### src/rtl/rr_mux_pkg.sv
// Shared constants and lock-state type for the round-robin channel mux.
package rr_mux_pkg;
  localparam int DEF_WIDTH = 32;
  localparam int DEF_NCH   = 8;
  localparam int MAX_SELW  = 4;

  // Burst lock: while active, round-robin grant is pinned to ch.
  typedef struct packed {
    logic                active;
    logic [MAX_SELW-1:0] ch;
  } lock_t;
endpackage

### src/rtl/rr_arbiter.sv
// Rotating-priority arbiter: the first valid channel at or after ptr, wrapping.
module rr_arbiter #(
  parameter  int NCH  = 8,
  localparam int SELW = $clog2(NCH)
) (
  input  logic [NCH-1:0]  in_valid,
  input  logic [SELW-1:0] ptr,
  output logic [SELW-1:0] grant,
  output logic            any_valid
);
  logic [2*NCH-1:0] w_rot;
  int               w_idx;

  // Bit k of w_rot is channel (ptr+k) mod NCH.
  assign w_rot = {in_valid, in_valid} >> ptr;

  always_comb begin
    grant     = '0;
    any_valid = 1'b0;
    w_idx     = 0;
    for (int k = NCH - 1; k >= 0; k--) begin
      if (w_rot[k]) begin
        w_idx = int'(ptr) + k;
        if (w_idx >= NCH) w_idx = w_idx - NCH;
        grant     = SELW'(w_idx);
        any_valid = 1'b1;
      end
    end
  end
endmodule

### src/rtl/rr_mux_arb.sv
// N-channel mux with fixed or round-robin select feeding one registered output stage.
// Define RR_MUX_LOCK_EN to add in_last and lock round-robin grants for multi-beat bursts.
module rr_mux_arb
  import rr_mux_pkg::*;
#(
  parameter  int WIDTH = DEF_WIDTH,
  parameter  int NCH   = DEF_NCH,
  localparam int SELW  = $clog2(NCH)
) (
  input  logic                 clk,
  input  logic                 rst,
  input  logic                 rr_en,
  input  logic [SELW-1:0]      s,
  input  logic [NCH-1:0]       in_valid,
  input  logic [NCH*WIDTH-1:0] in_data,
`ifdef RR_MUX_LOCK_EN
  input  logic [NCH-1:0]       in_last,
`endif
  output logic [NCH-1:0]       in_ready,
  output logic                 out_valid,
  output logic [WIDTH-1:0]     out_data,
  output logic [SELW-1:0]      out_ch,
  input  logic                 out_ready
);
  logic                       r_out_valid;
  logic [WIDTH-1:0]           r_out_data;
  logic [SELW-1:0]            r_out_ch;
  logic [SELW-1:0]            r_ptr;
  logic [NCH-1:0][WIDTH-1:0]  w_ch_data;
  logic [SELW-1:0]            w_arb_grant;
  logic                       w_arb_any;
  logic [SELW-1:0]            w_grant;
  logic                       w_gnt_vld;
  logic                       w_load;
  logic                       w_xfer;
  logic [SELW-1:0]            w_ptr_nxt;

  assign w_ch_data = in_data;
  assign w_load    = !r_out_valid || out_ready;

  rr_arbiter #(.NCH(NCH)) u_arb (
    .in_valid  (in_valid),
    .ptr       (r_ptr),
    .grant     (w_arb_grant),
    .any_valid (w_arb_any)
  );

`ifdef RR_MUX_LOCK_EN
  lock_t r_lock;
  always_comb begin
    w_grant   = s;
    w_gnt_vld = (32'(s) < NCH);
    if (rr_en) begin
      if (r_lock.active) begin
        w_grant   = SELW'(r_lock.ch);
        w_gnt_vld = 1'b1;
      end else begin
        w_grant   = w_arb_grant;
        w_gnt_vld = w_arb_any;
      end
    end
  end
`else
  always_comb begin
    w_grant   = s;
    w_gnt_vld = (32'(s) < NCH);
    if (rr_en) begin
      w_grant   = w_arb_grant;
      w_gnt_vld = w_arb_any;
    end
  end
`endif

  assign in_ready  = (w_gnt_vld && w_load && !rst) ? (NCH'(1) << w_grant) : '0;
  assign w_xfer    = |(in_valid & in_ready);
  assign w_ptr_nxt = (w_grant == SELW'(NCH - 1)) ? '0 : w_grant + SELW'(1);

  always_ff @(posedge clk) begin
    if (rst) begin
      r_out_valid <= 1'b0;
      r_out_data  <= '0;
      r_out_ch    <= '0;
      r_ptr       <= '0;
`ifdef RR_MUX_LOCK_EN
      r_lock      <= '0;
`endif
    end else if (w_xfer) begin
      r_out_valid <= 1'b1;
      r_out_data  <= w_ch_data[w_grant];
      r_out_ch    <= w_grant;
`ifdef RR_MUX_LOCK_EN
      // Pointer moves only when a burst closes; fixed mode leaves lock untouched.
      if (rr_en) begin
        if (in_last[w_grant]) begin
          r_ptr         <= w_ptr_nxt;
          r_lock.active <= 1'b0;
        end else begin
          r_lock.active <= 1'b1;
          r_lock.ch     <= MAX_SELW'(w_grant);
        end
      end
`else
      if (rr_en) r_ptr <= w_ptr_nxt;
`endif
    end else if (r_out_valid && out_ready) begin
      r_out_valid <= 1'b0;
    end
  end

  assign out_valid = r_out_valid;
  assign out_data  = r_out_data;
  assign out_ch    = r_out_ch;
endmodule

### config.mk
export PLATFORM = sky130hd
export DESIGN_NAME = rr_mux_arb
export DESIGN_NICKNAME = d
export VERILOG_FILES = /design/src/rtl/rr_mux_pkg.sv /design/src/rtl/rr_arbiter.sv /design/src/rtl/rr_mux_arb.sv
export SDC_FILE = /design/constraint.sdc
export NUM_CORES = 1
export LEC_CHECK = 0
export CAP_MARGIN = 40
export CORE_AREA = 2 2 121 123
export CTS_BUF_LIST = sky130_fd_sc_hd__clkbuf_16
export DETAILED_ROUTE_END_ITERATION = 10
export DIE_AREA = 0 0 123 125
export GPL_TIMING_DRIVEN = 0
export HOLD_SLACK_MARGIN = 0.1
export PLACE_DENSITY = 0.87
export SETUP_SLACK_MARGIN = 0.3
export SYNTH_ARGS = -nofsm -noshare
export SYNTH_HDL_FRONTEND = slang
export SYNTH_SLANG_ARGS = --single-unit
### constraint.sdc
create_clock -name clk -period 8.1 [get_ports clk]
set_input_delay 0.81 -clock clk [delete_from_list [all_inputs] [get_ports clk]]
set_output_delay 0.81 -clock clk [all_outputs]
set_load 0.1 [all_outputs]
==> results by group <==
Outcome
  – Outcome: finished clean

Power and ir drop
  – Register share of total power: between 10% and 20%
  – Sw power: 1.450 mW
  – Switching share of power: 54.14%
  – Power Total: 2.678 mW
  – Internal power: 1.228 mW
  – Clock network fraction of total power: between 8 and 9%
  – P per Cell Area: 280.7 mW/mm^2
  – Comb power frac: 80.1%
  – Worst vdd ir: 0.0002685 V
  – Leak: 3.657 nW

Floorplanning
  – Initial Util: 36.37%
  – Die width: 123 um
  – IO Pins: 315
  – Row cnt: 44
  – Die height: 125 um
  – Die Area: 0.01538 mm^2
  – Total core area: 0.01420 mm^2

CTS
  – Hold_buf cts: 0
  – CTS tree: yes
  – CTS buffer count: 5
  – H-tree depth reported by CTS: 2
  – CTS resizes: 0
  – Sink Count: 39
  – Worst-path clk slew: ~0.060 ns
  – Clock insertion delay at the later pin of the skew report: 0.29 ns
  – Deepest clock path buffer count: 2
  – Root buffer cell: clkbuf_16
  – Post-CTS setup-driven buffer insertion count: 0

Layout
  – Area taken by multi-input logic gates: around 0.004 mm^2
  – Layout cells sized above 1: a little over a tenth
  – FILL cells: 1,230
  – Final design utilization: 67.16%
  – Fin area: 0.009539 mm^2
  – Non-filler cells, final: 1,330
  – Sequential cell area: roughly 800 um^2
  – Area delta synth->final: 84.65%
  – Nets: 1,410

Global route
  – Global-route wire length before repair: 41,810 um
  – Initial antenna violation count: 8
  – Maximum number of pins on one net before global-route repair: 15
  – Grt total ovfl: 0
  – Vias in the first global route: 7,598
  – Total Routing Usage GR: 35.48%

Worst setup path
  – Slowest CP cell: mux4_2
  – Delay-heaviest family, CP: buffers and inverters
  – Crit path required time: approximately 7.3 ns
  – Critical-path cell list: clkdlybuf4s50_1 -> clkbuf_1 -> mux4_2 -> a222oi_1 -> o21ai_1 -> a2bb2oi_2 -> nand2_4 -> o21bai_1 -> clkbuf_1 -> nand2_1 -> nor2_1 -> clkdlybuf4s50_1 -> buf_8
  – CP max FO: 10
  – Data arrival, critical path: 5.23 ns
  – Crit Path Category: in2out
  – Buf/Inv on CP: 5
  – CP max stage delay: about 0.57 ns
  – Crit start category: primary input
  – Critical path endpoint category: primary output

Detailed routing
  – Vias per cell: 5.782
  – Routed len/inst: 21.07 um
  – Routed Antenna Nets: 0
  – Initial DRC Count: between 500 and 600
  – DRT Wirelength: 28,020 um
  – DR pass1 iterations: 5
  – DR DRC count: 0
  – Vias: slightly below 8,000

STA
  – Final WS setup: 2.065 ns
  – Worst slew pin tran: 0.8084 ns
  – Final setup TNS: 0 ns
  – Post-route minimum period: between 6 and 7 ns
  – Final hold slack: about 0.5 ns
  – FMAX: roughly 170 MHz
  – Final Setup Violations: 0
  – Final Slew Violations: 0
  – Skew final: ~0.011 ns
  – Final Cycle Share: between 70% and 80%
  – Fin. Hold Viols: 0
  – Max-slew headroom: 46.11%
  – RSZ-0062 raised after global routing: false

Logic synthesis
  – Register area share after synthesis: 15.11%
  – Syn_nets: around 1,000
  – Post-synth EDFFs: 0
  – Gate Count Post-Synth: 773
  – Synth area leaders: dfxtp_1 15%, nand2_1 15%, mux2i_1 10%
  – Asr flop ratio synth: 0%
  – Area leader, netlist: dfxtp_1
  – Synth Flop Type: dfxtp_1
  – Avg Cell Area, Syn: 6.683 um^2
  – Distinct cell type count after synthesis: 64
  – Yosys Warn Count: 0
  – Register bit count reported by yosys: 39
  – Synth top area share: between 10% and 20%
  – Syn Std Cell Area: between 0.005 and 0.006 mm^2

Place
  – Hpwl dp: 22,950 um
  – Dpl ws: 2.106 ns
  – Placed insts: between 1,000 and 1,500
  – I/O Buffers: 312
  – GP Congestion: between 0.9 and 1
  – DP Area: slightly above 0.009 mm^2

Flow run
  – Maxcap violations: 0

Worst hold path
  – Hold Path Class: reg2reg
==> worst paths after layout <==
path	cells past startpoint	to	startpoint	slack [ns]
worst max-delay path	13	in_ready[6]	in_valid[3]	2.06
worst min-delay path	2	out_data[12]$_SDFFE_PP0P_	out_data[12]$_SDFFE_PP0P_	0.50
worst max register to register	18	out_data[20]$_SDFFE_PP0P_	r_ptr[1]$_SDFFE_PP0P_	3.22
worst min register to register	2	out_data[12]$_SDFFE_PP0P_	out_data[12]$_SDFFE_PP0P_	0.50
==> cells in the mapped netlist (11+ instances only) <==
cell / n
nand2_1: 205
nand3_1: 65
mux2i_1: 54
clkbuf_1: 43
nor2_1: 40
dfxtp_1: 39
a31oi_1: 35
nor3_1: 32
a32oi_1: 31
nor2b_1: 31
buf_2: 20
o21ai_0: 18
a21oi_1: 14
nor3_2: 12
and2b_1: 11
mux2_2: 11
==> cells in the final DEF (no fill, tap or decap), types with 32 or more instances in the layout <==
master | synthesis | layout
dfxtp_1 | 39 | 39
nand2_1 | 205 | 205
nor2_1 | 40 | 40
nand3_1 | 65 | 65
clkbuf_1 | 43 | 43
a31oi_1 | 35 | 35
clkdlybuf4s50_1 | 0 | 312
nor3_1 | 32 | 32
mux2i_1 | 54 | 54
==> power by group through the flow <==
stage               logic (mW)  clock network, mW  registers, mW
floorplan                0.865                  0          0.702
global placement          1.83                  0          0.300
detailed placement        2.12                  0          0.301
CTS                       2.12              0.238          0.296
global route              2.25              0.247          0.303
finish                    2.15              0.233          0.299
==> kinds of logic after synthesis <==
| logic type | count (synthesis) | share of synthesized area, % |
|---|---|---|
| flip-flops | 39 | 15.11 |
| AO/OA/AOI/OAI | 154 | 22.18 |
| adder cells (fa/ha/maj) | 2 | 0.4843 |
| buffers and inverters | 81 | 7.532 |
| multiplexers | 72 | 15.91 |
| AND/OR/NAND/NOR | 423 | 38.44 |
| XOR/XNOR | 2 | 0.3391 |
==> worst reg2reg max path, delay by kind of cell (launching register included) <==
kind | cells | cell delay [ns]
AOI/OAI and AO/OA | 4 | 1.44
adders and majority gates | 1 | 0.32
buffers and inverters | 8 | 1.79
DFF | 1 | 0.39
and+or+nand+nor | 5 | 0.80
==> layout make-up <==
type / instances / share of cell area, %
Antenna cell: 8 / 0.2099
Buffer: 76 / 3.882
Clock buffer: 5 / 1.312
Clock inverter: 3 / 0.4853
Inverter: 5 / 0.1967
Multi-Input combinational cell: 653 / 41.89
Sequential cell: 39 / 8.185
Tap cell: 184 / 2.413
Timing Repair Buffer: 357 / 41.42
==> state kept, by name, indices dropped and copies added (netlist names) <==
signal	flops
r_ptr	3
out_ch	3
out_valid	1
out_data	32
==> per-layer routing <==
metal	wire [um]	global-route usage (%)	vias to the layer above
li1	-	-	3538
met1	10400	41.45	3612
met2	13960	60.35	452
met3	2227	7.527	88
met4	1435	18.18	0
met5	0	0	-
(Power assumes the default switching activity.)
